### src/rtl/item_hit_scanner.sv
// item_hit_scanner: walks the item map's packed list one entry per cycle,
// tests the hook tip against each item's bounding box and reports the grabbed
// item.  It can also issue a one-cycle "mark moved" command to the item map.
// Optional build macro: ITEM_HIT_NEAREST_EN. When it is defined, every entry is
// scanned and the candidate whose centre is closest to the tip (Manhattan
// distance) wins. When it is not defined, the first candidate found wins.
module item_hit_scanner #(
  parameter int MAX_ITEMS = 32,
  parameter int ITEM_W    = 32,
  parameter int ITEM_H    = 32
) (
  input  logic                   clock,
  input  logic                   resetn,
  input  logic [MAX_ITEMS*32-1:0] item_data,
  input  logic [5:0]             quantity,
  input  logic [12:0]            hook_x,
  input  logic [11:0]            hook_y,
  input  logic                   start,
  input  logic                   grab_en,
  output logic                   busy,
  output logic                   done,
  output logic                   hit,
  output logic [5:0]             hit_index,
  output logic                   move_en,
  output logic [5:0]             move_index,
  output logic [10:0]            move_x,
  output logic [10:0]            move_y,
  output logic                   move_state,
  output logic                   visible
);

  localparam int IDX_W = (MAX_ITEMS > 1) ? $clog2(MAX_ITEMS) : 1;
  localparam logic [5:0]  QMAX   = 6'(MAX_ITEMS);
  localparam logic [13:0] SPAN_X = 14'(ITEM_W * 16);
  localparam logic [12:0] SPAN_Y = 13'(ITEM_H * 16);

  typedef enum logic [1:0] {IDLE, SCAN, REPORT} stateType;

  stateType stateReg, stateNext;

  logic [12:0] hookXReg;
  logic [11:0] hookYReg;
  logic [5:0]  qReg;
  logic        grabReg;
  logic [5:0]  idxReg;
  logic        hitReg;
  logic [5:0]  hitIndexReg;

  // Per-item fields unpacked from the flat bus.
  logic [12:0] itemX   [MAX_ITEMS];
  logic [11:0] itemY   [MAX_ITEMS];
  logic        itemVis [MAX_ITEMS];
  logic        itemMov [MAX_ITEMS];
  logic [MAX_ITEMS*5-1:0] unusedFields;
  logic                   unusedBits;

  genvar gi;
  generate
    for (gi = 0; gi < MAX_ITEMS; gi++) begin : g_unpack
      assign itemX[gi]   = item_data[gi*32+19 +: 13];
      assign itemY[gi]   = item_data[gi*32+7 +: 12];
      assign itemVis[gi] = item_data[gi*32+1];
      assign itemMov[gi] = item_data[gi*32];
      assign unusedFields[gi*5 +: 5] = item_data[gi*32+2 +: 5];
    end
  endgenerate

  // Bits [6:2] of each entry carry nothing this block needs.
  assign unusedBits = ^unusedFields;

  logic [5:0]  qClamped;
  logic        scanEnd;
  logic        inTable;
  logic [12:0] curX;
  logic [11:0] curY;
  logic        curVis;
  logic        curMov;
  logic        inX;
  logic        inY;
  logic        candidate;

  assign qClamped = (quantity > QMAX) ? QMAX : quantity;
  assign scanEnd  = (idxReg >= qReg);
  // The table lookup is gated so an out-of-range index is never used.
  assign inTable  = (idxReg < QMAX);
  assign curX     = inTable ? itemX[idxReg[IDX_W-1:0]]   : 13'd0;
  assign curY     = inTable ? itemY[idxReg[IDX_W-1:0]]   : 12'd0;
  assign curVis   = inTable ? itemVis[idxReg[IDX_W-1:0]] : 1'b0;
  assign curMov   = inTable ? itemMov[idxReg[IDX_W-1:0]] : 1'b0;

  // The upper bounds are widened by one bit so the box edge cannot wrap.
  assign inX = (curX <= hookXReg) &&
               ({1'b0, hookXReg} < ({1'b0, curX} + SPAN_X));
  assign inY = (curY <= hookYReg) &&
               ({1'b0, hookYReg} < ({1'b0, curY} + SPAN_Y));
  assign candidate = !scanEnd && curVis && !curMov && inX && inY;

`ifdef ITEM_HIT_NEAREST_EN
  localparam logic [13:0] HALF_X = 14'(ITEM_W * 8);
  localparam logic [12:0] HALF_Y = 13'(ITEM_H * 8);

  logic [13:0] centreX, hookX14, distX;
  logic [12:0] centreY, hookY13, distY;
  logic [14:0] dist;
  logic        bestFoundReg;
  logic [5:0]  bestIdxReg;
  logic [14:0] bestDistReg;

  // Manhattan distance from the tip to the centre of the current item.
  always_comb begin
    centreX = {1'b0, curX} + HALF_X;
    centreY = {1'b0, curY} + HALF_Y;
    hookX14 = {1'b0, hookXReg};
    hookY13 = {1'b0, hookYReg};
    distX   = (hookX14 >= centreX) ? (hookX14 - centreX) : (centreX - hookX14);
    distY   = (hookY13 >= centreY) ? (hookY13 - centreY) : (centreY - hookY13);
    dist    = {1'b0, distX} + {2'b00, distY};
  end

  // Track the best candidate; a strict compare keeps the lower index on ties.
  always_ff @(posedge clock) begin
    if (!resetn) begin
      bestFoundReg <= 1'b0;
      bestIdxReg   <= 6'd0;
      bestDistReg  <= 15'd0;
    end else if (stateReg == IDLE && start) begin
      bestFoundReg <= 1'b0;
      bestIdxReg   <= 6'd0;
      bestDistReg  <= 15'd0;
    end else if (stateReg == SCAN && candidate &&
                 (!bestFoundReg || dist < bestDistReg)) begin
      bestFoundReg <= 1'b1;
      bestIdxReg   <= idxReg;
      bestDistReg  <= dist;
    end
  end
`endif

  // State register.
  always_ff @(posedge clock) begin
    if (!resetn) stateReg <= IDLE;
    else         stateReg <= stateNext;
  end

  // Next-state decode and the state-derived strobes.
  always_comb begin
    stateNext = stateReg;
    busy      = 1'b0;
    done      = 1'b0;
    move_en   = 1'b0;
    case (stateReg)
      IDLE: begin
        if (start) stateNext = SCAN;
      end
      SCAN: begin
        busy = 1'b1;
`ifdef ITEM_HIT_NEAREST_EN
        if (scanEnd) stateNext = REPORT;
`else
        if (scanEnd || candidate) stateNext = REPORT;
`endif
      end
      REPORT: begin
        busy      = 1'b1;
        done      = 1'b1;
        move_en   = hitReg && grabReg;
        stateNext = IDLE;
      end
      default: stateNext = IDLE;
    endcase
  end

  // Latch the request at start, step the index and capture the result.
  always_ff @(posedge clock) begin
    if (!resetn) begin
      hookXReg    <= 13'd0;
      hookYReg    <= 12'd0;
      qReg        <= 6'd0;
      grabReg     <= 1'b0;
      idxReg      <= 6'd0;
      hitReg      <= 1'b0;
      hitIndexReg <= 6'd0;
    end else begin
      if (stateReg == IDLE && start) begin
        hookXReg    <= hook_x;
        hookYReg    <= hook_y;
        qReg        <= qClamped;
        grabReg     <= grab_en;
        idxReg      <= 6'd0;
        hitReg      <= 1'b0;
        hitIndexReg <= 6'd0;
      end else if (stateReg == SCAN) begin
        if (!scanEnd) idxReg <= idxReg + 6'd1;
`ifdef ITEM_HIT_NEAREST_EN
        if (scanEnd) begin
          hitReg      <= bestFoundReg;
          hitIndexReg <= bestIdxReg;
        end
`else
        if (candidate) begin
          hitReg      <= 1'b1;
          hitIndexReg <= idxReg;
        end
`endif
      end
    end
  end

  assign hit        = hitReg;
  assign hit_index  = hitIndexReg;
  assign move_index = hitIndexReg;
  assign move_x     = 11'd0;
  assign move_y     = 11'd0;
  assign move_state = 1'b1;
  assign visible    = 1'b1;

endmodule
### config.mk
export PLATFORM = sky130hd
export DESIGN_NAME = item_hit_scanner
export DESIGN_NICKNAME = d
export VERILOG_FILES = /design/src/rtl/item_hit_scanner.sv
export SDC_FILE = /design/constraint.sdc
export NUM_CORES = 1
export LEC_CHECK = 0
export CAP_MARGIN = 30
export CORE_AREA = 4 4 429 431
export DETAILED_ROUTE_END_ITERATION = 12
export DIE_AREA = 0 0 433 435
export SLEW_MARGIN = 20
export SYNTH_ARGS = -nofsm -noshare
export SYNTH_HDL_FRONTEND = slang
export SYNTH_SLANG_ARGS = --single-unit
### constraint.sdc
create_clock -name clock -period 8.6 [get_ports clock]
set_clock_uncertainty 0.1 [all_clocks]
set_input_delay 1.72 -clock clock [delete_from_list [all_inputs] [get_ports clock]]
set_output_delay 1.72 -clock clock [all_outputs]
set_load 0.005 [all_outputs]
==> results.json <==
{
  "outcome": "completed",
  "max_cap_viol_count": 0,
  "grt_pass1_vias": 13500,
  "boundaryPins": 1099,
  "detailedRoute.firstIterationViolations": 722,
  "place.gp.congestion": 0.905,
  "critPathMaxStageDelay_ns": 0.55,
  "worstSetupPathDepth": 16,
  "yosysTopAreaCell": "sky130_fd_sc_hd__mux4_2",
  "worst-slew-pin-transition_ns": 0.997,
  "achievable-frequency_mhz": 167,
  "cts_tree": "done",
  "clock-root-buffer": "sky130_fd_sc_hd__clkbuf_16",
  "row_count": 156,
  "final_min_period_over_clock_period": 0.694,
  "route.detailed.wl_per_inst_um": 30.3,
  "placedCellCount": 4168,
  "synth.ff_latch_count": 47,
  "die_w_um": 433,
  "cts_htree_levels": 2,
  "totalNegativeSetupSlack_ns": 0,
  "clkSinkCount": 47,
  "netlist.area_leader.share": 0.476,
  "fin_total_pwr_mw": 1.87,
  "placement.setup.worst_slack_ns": 2.26,
  "antenna_found_initial": 157,
  "post_route_worst_setup_slack_ns": 2.63,
  "asyncSetResetFlopFracSynth": 0,
  "floorplan.die_area_mm2": 0.188,
  "ant_nets": 0,
  "synth_top_flop_cell": "sky130_fd_sc_hd__dfxtp_1",
  "cts_inserted_buffers": 5,
  "dp.final_hpwl_um": 117000,
  "clock_latency_ns": 0.32,
  "core_region_area_mm2": 0.180,
  "synth.distinct_cells": 71,
  "synth_edf_count": 0,
  "drt_pass1_iterations": 5,
  "worst-path-max-fanout": 3,
  "n_fill_cell": 20400,
  "final_setup_vio_count": 0,
  "grt_setup_unrepaired": "false",
  "layout_common_cells": "914 x sky130_fd_sc_hd__clkdlybuf4s50_1, 225 x sky130_fd_sc_hd__mux4_2, 98 x sky130_fd_sc_hd__nand2_1, 74 x sky130_fd_sc_hd__inv_1, 63 x sky130_fd_sc_hd__ha_1",
  "cp_data_arrival_time_ns": 6.11,
  "synthesis.instances": 953,
  "port_buffers": 914,
  "whs_path_depth": 2,
  "hold_class": "flop to flop",
  "dr_total_vias": 13200,
  "cts_resized": 0,
  "start_kind": "input pin",
  "grt_start_max_net_pins": 108,
  "critical-path-top-delay-family": "compound AO/OA/AOI/OAI gates",
  "irDropWorstVdd_mv": 0.0690,
  "synth_warnings": 0,
  "netlist_top_cells_area": "sky130_fd_sc_hd__mux4_2 48%, sky130_fd_sc_hd__dfxtp_1 8.8%, sky130_fd_sc_hd__ha_1 7.4%",
  "cts.reportedPaths.clkPinSlew_ns": 0.07,
  "worst_path_max_delay_cell": "sky130_fd_sc_hd__a211o_1",
  "grt.total_usage": 0.130,
  "synth.avg_cell_area_um2": 11.2,
  "worst-setup-path-type": "input pin to flop",
  "maxSlewHeadroom": 0.335,
  "final_common_cell": "sky130_fd_sc_hd__clkdlybuf4s50_1",
  "cellLeakagePower_nw": 7.08,
  "crit_path_end_kind": "flop",
  "cts_setup_buffers": 0,
  "layout.nets": 2927,
  "die_h_um": 435,
  "stdcell_count": 4215,
  "drc": 0,
  "detail_route.vias_per_cell": 3.13,
  "power.density_mw_per_mm2": 82.7,
  "synth_area_mm2": 0.0106,
  "clock_path_buffers": 2,
  "hold_viol_final": 0,
  "timing.final.crit_period_ns": 5.97,
  "critical_path.n_buffers_inverters": 3,
  "r2r_cells": 16,
  "flow.area_growth_from_synthesis_pct": 113,
  "hold_buffers": 0,
  "crit_path_cell_trace": "clkdlybuf4s50_1, mux4_2, a22o_1, a211oi_1, a211o_1, inv_1, ha_1, and3_1, nand3_1, a21o_1, a31oi_1, buf_4, nor3_1, nand4_1, o31ai_4, mux2i_1",
  "final.hold.worst_slack_ns": 0.366,
  "grt_first_pass_wirelength_um": 155000,
  "slew_violations": 0,
  "floorplan.initialDensity": 0.0591,
  "totalWireLength_um": 128000,
  "grt.overflow.total": 0,
  "fraction_of_layout_cells_with_a_size_suffix_above_1": 0.156,
  "yosysSeqAreaShare": 0.0884,
  "crit_required_ns": 8.74
}
==> synthesized netlist by cell type, drive strengths merged, types with 3 or more instances <==
master / count
a21boi: 33
xnor2: 4
a311o: 3
mux4: 232
o211ai: 6
or2: 3
and3: 3
a31oi: 7
a211oi: 4
nor2b: 16
xor2: 4
a311oi: 4
o21ai: 16
o22ai: 4
mux2i: 22
o31ai: 6
buf: 83
inv: 74
mux2: 3
nor2: 19
nor3: 4
nand3: 10
nand2b: 29
nand4: 12
clkbuf: 31
a22oi: 5
nand3b: 7
a21oi: 25
nor3b: 8
dfxtp: 47
nand2: 99
a21o: 29
and4: 3
ha: 63
==> cell type report <==
cell class              count  area (um^2)  share of cell area
well taps                2370         2970               0.131
clock inverters             3         18.8            0.000828
diodes                     39         97.6             0.00431
inverters                  74          278              0.0123
repair buffers            937         9400               0.415
clock buffers               5          125             0.00552
multi-input cells         740         8810               0.389
flip-flops and latches     47          958              0.0423
==> registers in the layout, indices dropped and copies added (netlist names) <==
register   count
hit_index      6
qReg           6
hookYReg      12
idxReg         6
grabReg        1
hit            1
hookXReg      13
stateReg       2
==> per-layer routing <==
metal	track usage	wire (um)	vias up
li1	-	-	5513
met2	0.222	61300	799
met5	0	533	-
met4	0.0335	3840	72
met1	0.149	49800	6555
met3	0.0518	12100	240
==> per-stage QoR <==
step / instance area (um^2) / utilization
after floorplan: 10700 / -
after detailed placement: 22400 / 0.124
after global routing: 22600 / 0.125
final: 22700 / 0.126
after CTS: 22600 / 0.125
after global placement: 22400 / 0.124
==> cell families (layout without fill, tap and decap cells) <==
group | count (synthesis) | count (layout) | synth area share
adder cells (fa/ha/maj) | 63 | 63 | 0.0741
multiplexers | 257 | 257 | 0.517
other | 2 | 63 | 0.000706
AND/OR/NAND/NOR | 222 | 222 | 0.106
buffers and inverters | 188 | 1019 | 0.0911
flip-flops | 47 | 47 | 0.0884
AO/OA/AOI/OAI | 166 | 166 | 0.116
XOR/XNOR | 8 | 8 | 0.00659
==> tightest hold or removal path: cells and delay by family (launching register included) <==
family	cells	cell delay, ns
DFF	1	0.31
AOI/OAI and AO/OA	1	0.06
and+or+nand+nor	1	0.04
==> worst paths after layout <==
kind                                        startpoint                  endpoint  slack, ns
worst max-delay path                    item_data[849]  stateReg[1]$_SDFFE_PN0P_       2.63
worst max register to register  idxReg[0]$_SDFFE_PP0P_  stateReg[1]$_SDFFE_PN0P_       2.94
worst min-delay path              grabReg$_SDFFE_PN0P_      grabReg$_SDFFE_PN0P_       0.37
worst min register to register    grabReg$_SDFFE_PN0P_      grabReg$_SDFFE_PN0P_       0.37
==> power breakdown <==
group / leakage (nW) / internal (mW) / switching (mW) / total [mW]
sequential: 0.388 / 0.245 / 0.0402 / 0.285
combinational: 6.62 / 0.764 / 0.613 / 1.38
clock: 0.0704 / 0.108 / 0.104 / 0.212
total: 7.08 / 1.12 / 0.758 / 1.87
(Power assumes the default switching activity.)
